==> src/rtl/shift_frame_pkg.sv <==
// Shared types and sizing constants for the shift-register frame sequencer.
package shift_frame_pkg;

    typedef enum logic [2:0] {
        IDLE   = 3'd0,
        LOAD   = 3'd1,
        SHIFT  = 3'd2,
        GAP    = 3'd3,
        PARITY = 3'd4
    } state_t;

    localparam int FIFO_DEPTH = 2;
    localparam int PTR_W      = $clog2(FIFO_DEPTH);
    localparam int CNT_W      = $clog2(FIFO_DEPTH + 1);

endpackage

==> src/rtl/shift_frame_fifo.sv <==
// Two-entry word buffer between the input handshake and the frame sequencer.
module shift_frame_fifo
    import shift_frame_pkg::*;
#(
    parameter int BITS = 8
) (
    input  logic            clk,
    input  logic            rst_n,
    input  logic            push,
    input  logic [BITS-1:0] push_data,
    input  logic            pop,
    output logic [BITS-1:0] head,
    output logic            full,
    output logic            empty
);

    logic [BITS-1:0]  mem [FIFO_DEPTH];
    logic [PTR_W-1:0] wr_ptr;
    logic [PTR_W-1:0] rd_ptr;
    logic [CNT_W-1:0] count;
    logic             do_push;
    logic             do_pop;

    assign full    = (count == CNT_W'(FIFO_DEPTH));
    assign empty   = (count == '0);
    assign do_push = push & ~full;
    assign do_pop  = pop & ~empty;
    assign head    = mem[rd_ptr];

    always_ff @(posedge clk) begin
        if (do_push) begin
            mem[wr_ptr] <= push_data;
        end
    end

    always_ff @(posedge clk or negedge rst_n) begin
        if (!rst_n) begin
            wr_ptr <= '0;
            rd_ptr <= '0;
            count  <= '0;
        end else begin
            if (do_push) begin
                wr_ptr <= wr_ptr + PTR_W'(1);
            end
            if (do_pop) begin
                rd_ptr <= rd_ptr + PTR_W'(1);
            end
            case ({do_push, do_pop})
                2'b10:   count <= count + CNT_W'(1);
                2'b01:   count <= count - CNT_W'(1);
                default: count <= count;
            endcase
        end
    end

endmodule

==> src/rtl/shift_frame_ctrl.sv <==
// Frame sequencer for the parallel-load / serial-out shifter: buffers words,
// strobes load/shift, brackets frames and inserts gaps. Option: SHIFT_FRAME_PARITY_EN.
module shift_frame_ctrl
    import shift_frame_pkg::*;
#(
    parameter int BITS = 8,
    parameter int GAPW = 4
) (
    input  logic            clk,
    input  logic            rst_n,
    input  logic [BITS-1:0] in_data,
    input  logic            in_valid,
    output logic            in_ready,
    input  logic [GAPW-1:0] gap_cfg,
    output logic            sr_load,
    output logic [BITS-1:0] sr_data,
    output logic            sr_shift,
    output logic            frame_active,
    output logic            done,
    output logic            busy
`ifdef SHIFT_FRAME_PARITY_EN
    ,
    output logic            parity_bit
`endif
);

    localparam int CW = (BITS > 1) ? $clog2(BITS) : 1;
    localparam logic [CW-1:0] LAST_BIT = CW'(BITS - 1);

    state_t          state;
    state_t          state_next;
    state_t          after_frame;
    logic [CW-1:0]   bit_cnt;
    logic [GAPW-1:0] gap_cnt;
    logic            ready_en;
    logic            fifo_push;
    logic            fifo_pop;
    logic            fifo_full;
    logic            fifo_empty;
    logic [BITS-1:0] fifo_head;
`ifdef SHIFT_FRAME_PARITY_EN
    logic [BITS-1:0] word_q;
`endif

    // in_ready stays low through reset and comes up on the first edge after release
    always_ff @(posedge clk or negedge rst_n) begin
        if (!rst_n) begin
            ready_en <= 1'b0;
        end else begin
            ready_en <= 1'b1;
        end
    end

    assign in_ready  = ready_en & ~fifo_full;
    assign fifo_push = in_valid & in_ready;
    assign fifo_pop  = (state == LOAD);

    shift_frame_fifo #(
        .BITS (BITS)
    ) u_fifo (
        .clk       (clk),
        .rst_n     (rst_n),
        .push      (fifo_push),
        .push_data (in_data),
        .pop       (fifo_pop),
        .head      (fifo_head),
        .full      (fifo_full),
        .empty     (fifo_empty)
    );

    always_comb begin
        after_frame = fifo_empty ? IDLE : LOAD;
        if (gap_cnt != '0) begin
            after_frame = GAP;
        end
        state_next = state;
        case (state)
            IDLE: begin
                if (!fifo_empty) begin
                    state_next = LOAD;
                end
            end
            LOAD: state_next = SHIFT;
            SHIFT: begin
                if (bit_cnt == '0) begin
`ifdef SHIFT_FRAME_PARITY_EN
                    state_next = PARITY;
`else
                    state_next = after_frame;
`endif
                end
            end
`ifdef SHIFT_FRAME_PARITY_EN
            PARITY: state_next = after_frame;
`endif
            GAP: begin
                if (gap_cnt <= GAPW'(1)) begin
                    state_next = fifo_empty ? IDLE : LOAD;
                end
            end
            default: state_next = IDLE;
        endcase
    end

    // gap length is captured at LOAD so later gap_cfg edits only hit the next frame
    always_ff @(posedge clk or negedge rst_n) begin
        if (!rst_n) begin
            state   <= IDLE;
            bit_cnt <= '0;
            gap_cnt <= '0;
`ifdef SHIFT_FRAME_PARITY_EN
            word_q  <= '0;
`endif
        end else begin
            state <= state_next;
            case (state)
                LOAD: begin
                    bit_cnt <= LAST_BIT;
                    gap_cnt <= gap_cfg;
`ifdef SHIFT_FRAME_PARITY_EN
                    word_q  <= fifo_head;
`endif
                end
                SHIFT: begin
                    if (bit_cnt != '0) begin
                        bit_cnt <= bit_cnt - CW'(1);
                    end
                end
                GAP: begin
                    if (gap_cnt != '0) begin
                        gap_cnt <= gap_cnt - GAPW'(1);
                    end
                end
                default: begin
                    bit_cnt <= bit_cnt;
                    gap_cnt <= gap_cnt;
                end
            endcase
        end
    end

    assign sr_load  = (state == LOAD);
    assign sr_data  = sr_load ? fifo_head : '0;
    assign sr_shift = (state == SHIFT);
    assign busy     = (state != IDLE) | ~fifo_empty;

`ifdef SHIFT_FRAME_PARITY_EN
    assign frame_active = (state == SHIFT) | (state == PARITY);
    assign done         = (state == PARITY);
    assign parity_bit   = (state == PARITY) & (^word_q);
`else
    assign frame_active = (state == SHIFT);
    assign done         = (state == SHIFT) & (bit_cnt == '0);
`endif

endmodule

==> config.mk <==
export PLATFORM = sky130hd
export DESIGN_NAME = shift_frame_ctrl
export DESIGN_NICKNAME = d
export VERILOG_FILES = /design/src/rtl/shift_frame_pkg.sv /design/src/rtl/shift_frame_fifo.sv /design/src/rtl/shift_frame_ctrl.sv
export SDC_FILE = /design/constraint.sdc
export NUM_CORES = 1
export LEC_CHECK = 0
export CAP_MARGIN = 15
export CORE_AREA = 5 5 69 71
export DETAILED_ROUTE_END_ITERATION = 8
export DIE_AREA = 0 0 74 76
export GPL_TIMING_DRIVEN = 0
export PLACE_DENSITY = 0.67
export SLEW_MARGIN = 20
export SYNTH_ARGS = -nofsm -noshare
export SYNTH_HDL_FRONTEND = slang
export SYNTH_SLANG_ARGS = --single-unit
==> constraint.sdc <==
create_clock -name clk -period 2.4 [get_ports clk]
set_input_delay 0.24 -clock clk [delete_from_list [all_inputs] [get_ports clk]]
set_output_delay 0.24 -clock clk [all_outputs]
set_load 0.1 [all_outputs]
==> summary.txt <==
Timing
  – Final Hold Vio Count: 0
  – Crit path time final: around 2.3 ns
  – Pins over their slew limit: 0
  – Worst Tran Pin Value: around 0.97 ns
  – Final setup vio count: 0
  – TNS Setup: 0 ns
  – Clock Skew: about 0.0037 ns
  – Unrepaired setup endpoints after global routing: no
  – Max Clk Rate: ~430 MHz
  – Rel. slew slack: a little over a third
  – Tcrit/Tclk final: a little over nine tenths

Yosys
  – #FFs+latches synth: 30
  – Sequential fraction of the synthesis area: between 50% and 60%
  – Mapped Area: roughly 0.0015 mm²
  – Synth Instances: 130
  – Syn_area_per_cell: ~11 µm²
  – Syn Nets: ~150
  – Synth area leaders: edfxtp_1, dfrtp_1, mux2i_1
  – Synth top area share: approximately a third
  – Distinct cells, synth: 35
  – Synth warn: 0
  – Yosys top cell by area: edfxtp_1

Finish
  – Most frequent cells in the layout: nor2_1, edfxtp_1, dfrtp_1, clkdlybuf4s50_1, mux2i_1
  – Post-route cell area: around 0.0019 mm²
  – Ant. Diodes: 0
  – Fillers: 390
  – Commonest non-fill, non-tap cell in the layout: nor2_1
  – Area Growth Syn to Fin: 28.4%
  – Share of cells above drive strength 1: between 15 and 20%
  – Final Non-Filler Cells: 217
  – Nets: between 150 and 200

Placement
  – Detailed-placement wirelength estimate: between 2 and 2.5 mm
  – Placed Instances: 210
  – Placement Cell Area: 0.00183 mm²
  – Number of buffers added on ports: 28
  – GP Congestion: 0.839

Route
  – Drt total wl: about 3 mm
  – Avg Vias per Cell: slightly below 5
  – Routed Antenna Nets: 0
  – Initial DRT Pass Iterations: 4
  – Wire per inst: 14.1 µm
  – Vias: between 1k and 1.5k
  – Initial DRC count: 47
  – Drt drc: 0

Pwr
  – Final Total Pwr: approximately 2800 µW
  – Max VDD drop: approximately 0.00046 V
  – Leakage: approximately 0.0008 µW
  – PD cells: about 1500 mW/mm²

CTS
  – Setup Fix Bufs, Post-CTS: 0
  – H-tree depth: 2
  – Worst skew pair latency: 0.28 ns
  – CTS Buf Count: 5
  – Root Buffer: clkbuf_8
  – Max Buffers Root-to-Sink: 2
  – CTS clk-pin slew, worst paths: 0.06 ns
  – CTS sink cnt: 30
  – CTS tree: done

Worst setup path
  – R2r endpoint: state[0]
  – Register-to-Register Path Depth: 5
  – Crit path largest cell delay: 0.84 ns
  – Required time of the critical path: roughly 2.2 ns
  – Arr. time, crit path: approximately 2 ns
  – Nature of the critical path endpoint: primary output
  – CP Launch Type: flip-flop
  – WS Path Type: flip-flop to primary output
  – Critical path's slowest cell: clkdlybuf4s15_1
  – Crit path max fanout: 4
  – FF-to-FF setup slack: 0.72 ns
  – CP bufs+invs: 2
  – Critical path's top delay family: buffers and inverters
  – RR Startpoint: gap_cnt[0]
  – Worst path cell trace: inv_1 -> ha_1 -> nand2b_1 -> nor3_2 -> clkdlybuf4s15_1

Job
  – MaxCap Viol Count: 0

Die
  – CORE AREA: about 0.0042 mm²
  – Initial Util: a little over a third
  – Die ar.: between 0.005 and 0.006 mm²
  – IO Pins: 29
  – Die height: 76 µm
  – DIE WIDTH: 74 µm
  – Rows: 24

Run status
  – Status: completed

Worst hold path
  – Worst hold path class: primary input to asynchronous set/reset pin

GRT
  – Antenna violations before repair: 0
  – Total grt overflow: 0
  – GRT Util Overall: 12.5%
  – Vias in the first global route: around 1.2k
  – Largest net degree at the start of global routing: 15
  – First-pass GRT wire length: between 5 and 6 mm
[cells by family (layout without fill, tap and decap cells)]
group                    Yosys count  count (layout)  synth area share (%)
multiplexers                      10              10                  6.79
adder cells (fa/ha/maj)            6               6                  5.09
AO/OA/AOI/OAI                     23              23                  11.0
AND/OR/NAND/NOR                   38              38                  12.4
buffers and inverters             17              52                  5.18
XOR/XNOR                           5               5                  2.97
other                              1               1                 0.254
flip-flops                        30              30                  56.4
[stage by stage]
stage	hold slack, ns	worst slack, ns	util [%]
3_5_place_dp	0.490	-0.0105	43.8
2_1_floorplan	-0.0556	0.0802	-
3_3_place_gp	0.476	-0.00192	43.8
4_1_cts	0.395	0.00104	46.0
6_report	0.379	0.101	45.4
5_1_grt	0.439	0.0136	45.4
[synth_stat cells]
| library cell | number |
|---|---|
| o22ai_1 | 3 |
| o22a_1 | 2 |
| mux2i_1 | 10 |
| o221ai_1 | 1 |
| dfrtp_1 | 14 |
| nor3b_1 | 1 |
| and3_1 | 1 |
| nor2_1 | 19 |
| nand3_1 | 2 |
| xor2_1 | 1 |
| nor3_1 | 2 |
| nand2b_1 | 2 |
| a221o_1 | 1 |
| conb_1 | 1 |
| buf_2 | 6 |
| o311ai_0 | 1 |
| nand2_1 | 4 |
| o211ai_1 | 1 |
| nor2b_1 | 4 |
| a21oi_1 | 3 |
| and2_1 | 1 |
| nand3b_1 | 1 |
| o21ai_0 | 5 |
| ha_1 | 6 |
| buf_4 | 1 |
| a22oi_1 | 1 |
| edfxtp_1 | 16 |
| o21a_1 | 1 |
| o21ba_2 | 1 |
| o211ai_2 | 1 |
| inv_1 | 9 |
| clkbuf_2 | 1 |
| xnor2_1 | 4 |
| or3b_4 | 1 |
| a31oi_1 | 2 |
[where the power goes]
group          internal (µW)  switching (µW)
registers                694            91.2
logic                    454            1090
clock network            299             178
total                   1450            1360
[routing by layer]
metal / vias up / share of wire [%] / GRT usage (%)
met3: 6 / 3.5 / 3.03
met2: 24 / 54 / 21.0
met1: 504 / 40 / 14.5
li1: 522 / - / -
met5: - / 0 / 0
met4: 0 / 2.2 / 5.98
[worst max path at each step]
stage	from	to	slack [ns]	depth (start not counted)
6_report	bit_cnt[0]	done	0.10	5
5_1_grt	bit_cnt[0]	done	0.01	5
4_1_cts	state[1]	sr_data[4]	0.001	5
3_5_place_dp	state[1]	sr_data[2]	-0.01	5
3_3_place_gp	state[1]	sr_data[2]	-0.002	5
2_1_floorplan	state[1]	sr_data[0]	0.08	4
[layout make-up]
class                   count  area (µm²)  share of cell area, %
plain buffers               8        42.5                   2.25
clock buffers               5        68.8                   3.64
clock inverters             2        33.8                   1.78
inverters                   9        33.8                   1.78
multi-input cells          83         574                   30.3
flip-flops and latches     30         831                   43.9
well taps                  52        65.1                   3.44
repair buffers             28         244                   12.9
[sequential cells by signal, indices dropped and copies added (netlist names)]
register,flops
u_fifo.mem,16
gap_cnt,4
bit_cnt,3
state,2
u_fifo.count,2
ready_en,1
u_fifo.rd_ptr,1
u_fifo.wr_ptr,1
[worst register-to-register path: cells and delay by family (launching register included)]
kind,cells,cell delay [ns]
AOI/OAI and AO/OA,2,0.70
adders and majority gates,1,0.20
and+or+nand+nor,1,0.06
DFF,1,0.44
buffers and inverters,1,0.12
[repair_timing]
item | CTS | global route
gates resized for setup | 17 | 14
hold buffers | 0 | 0
setup endpoints to repair | 13 | 9
Power figures use the tool's default switching activity.
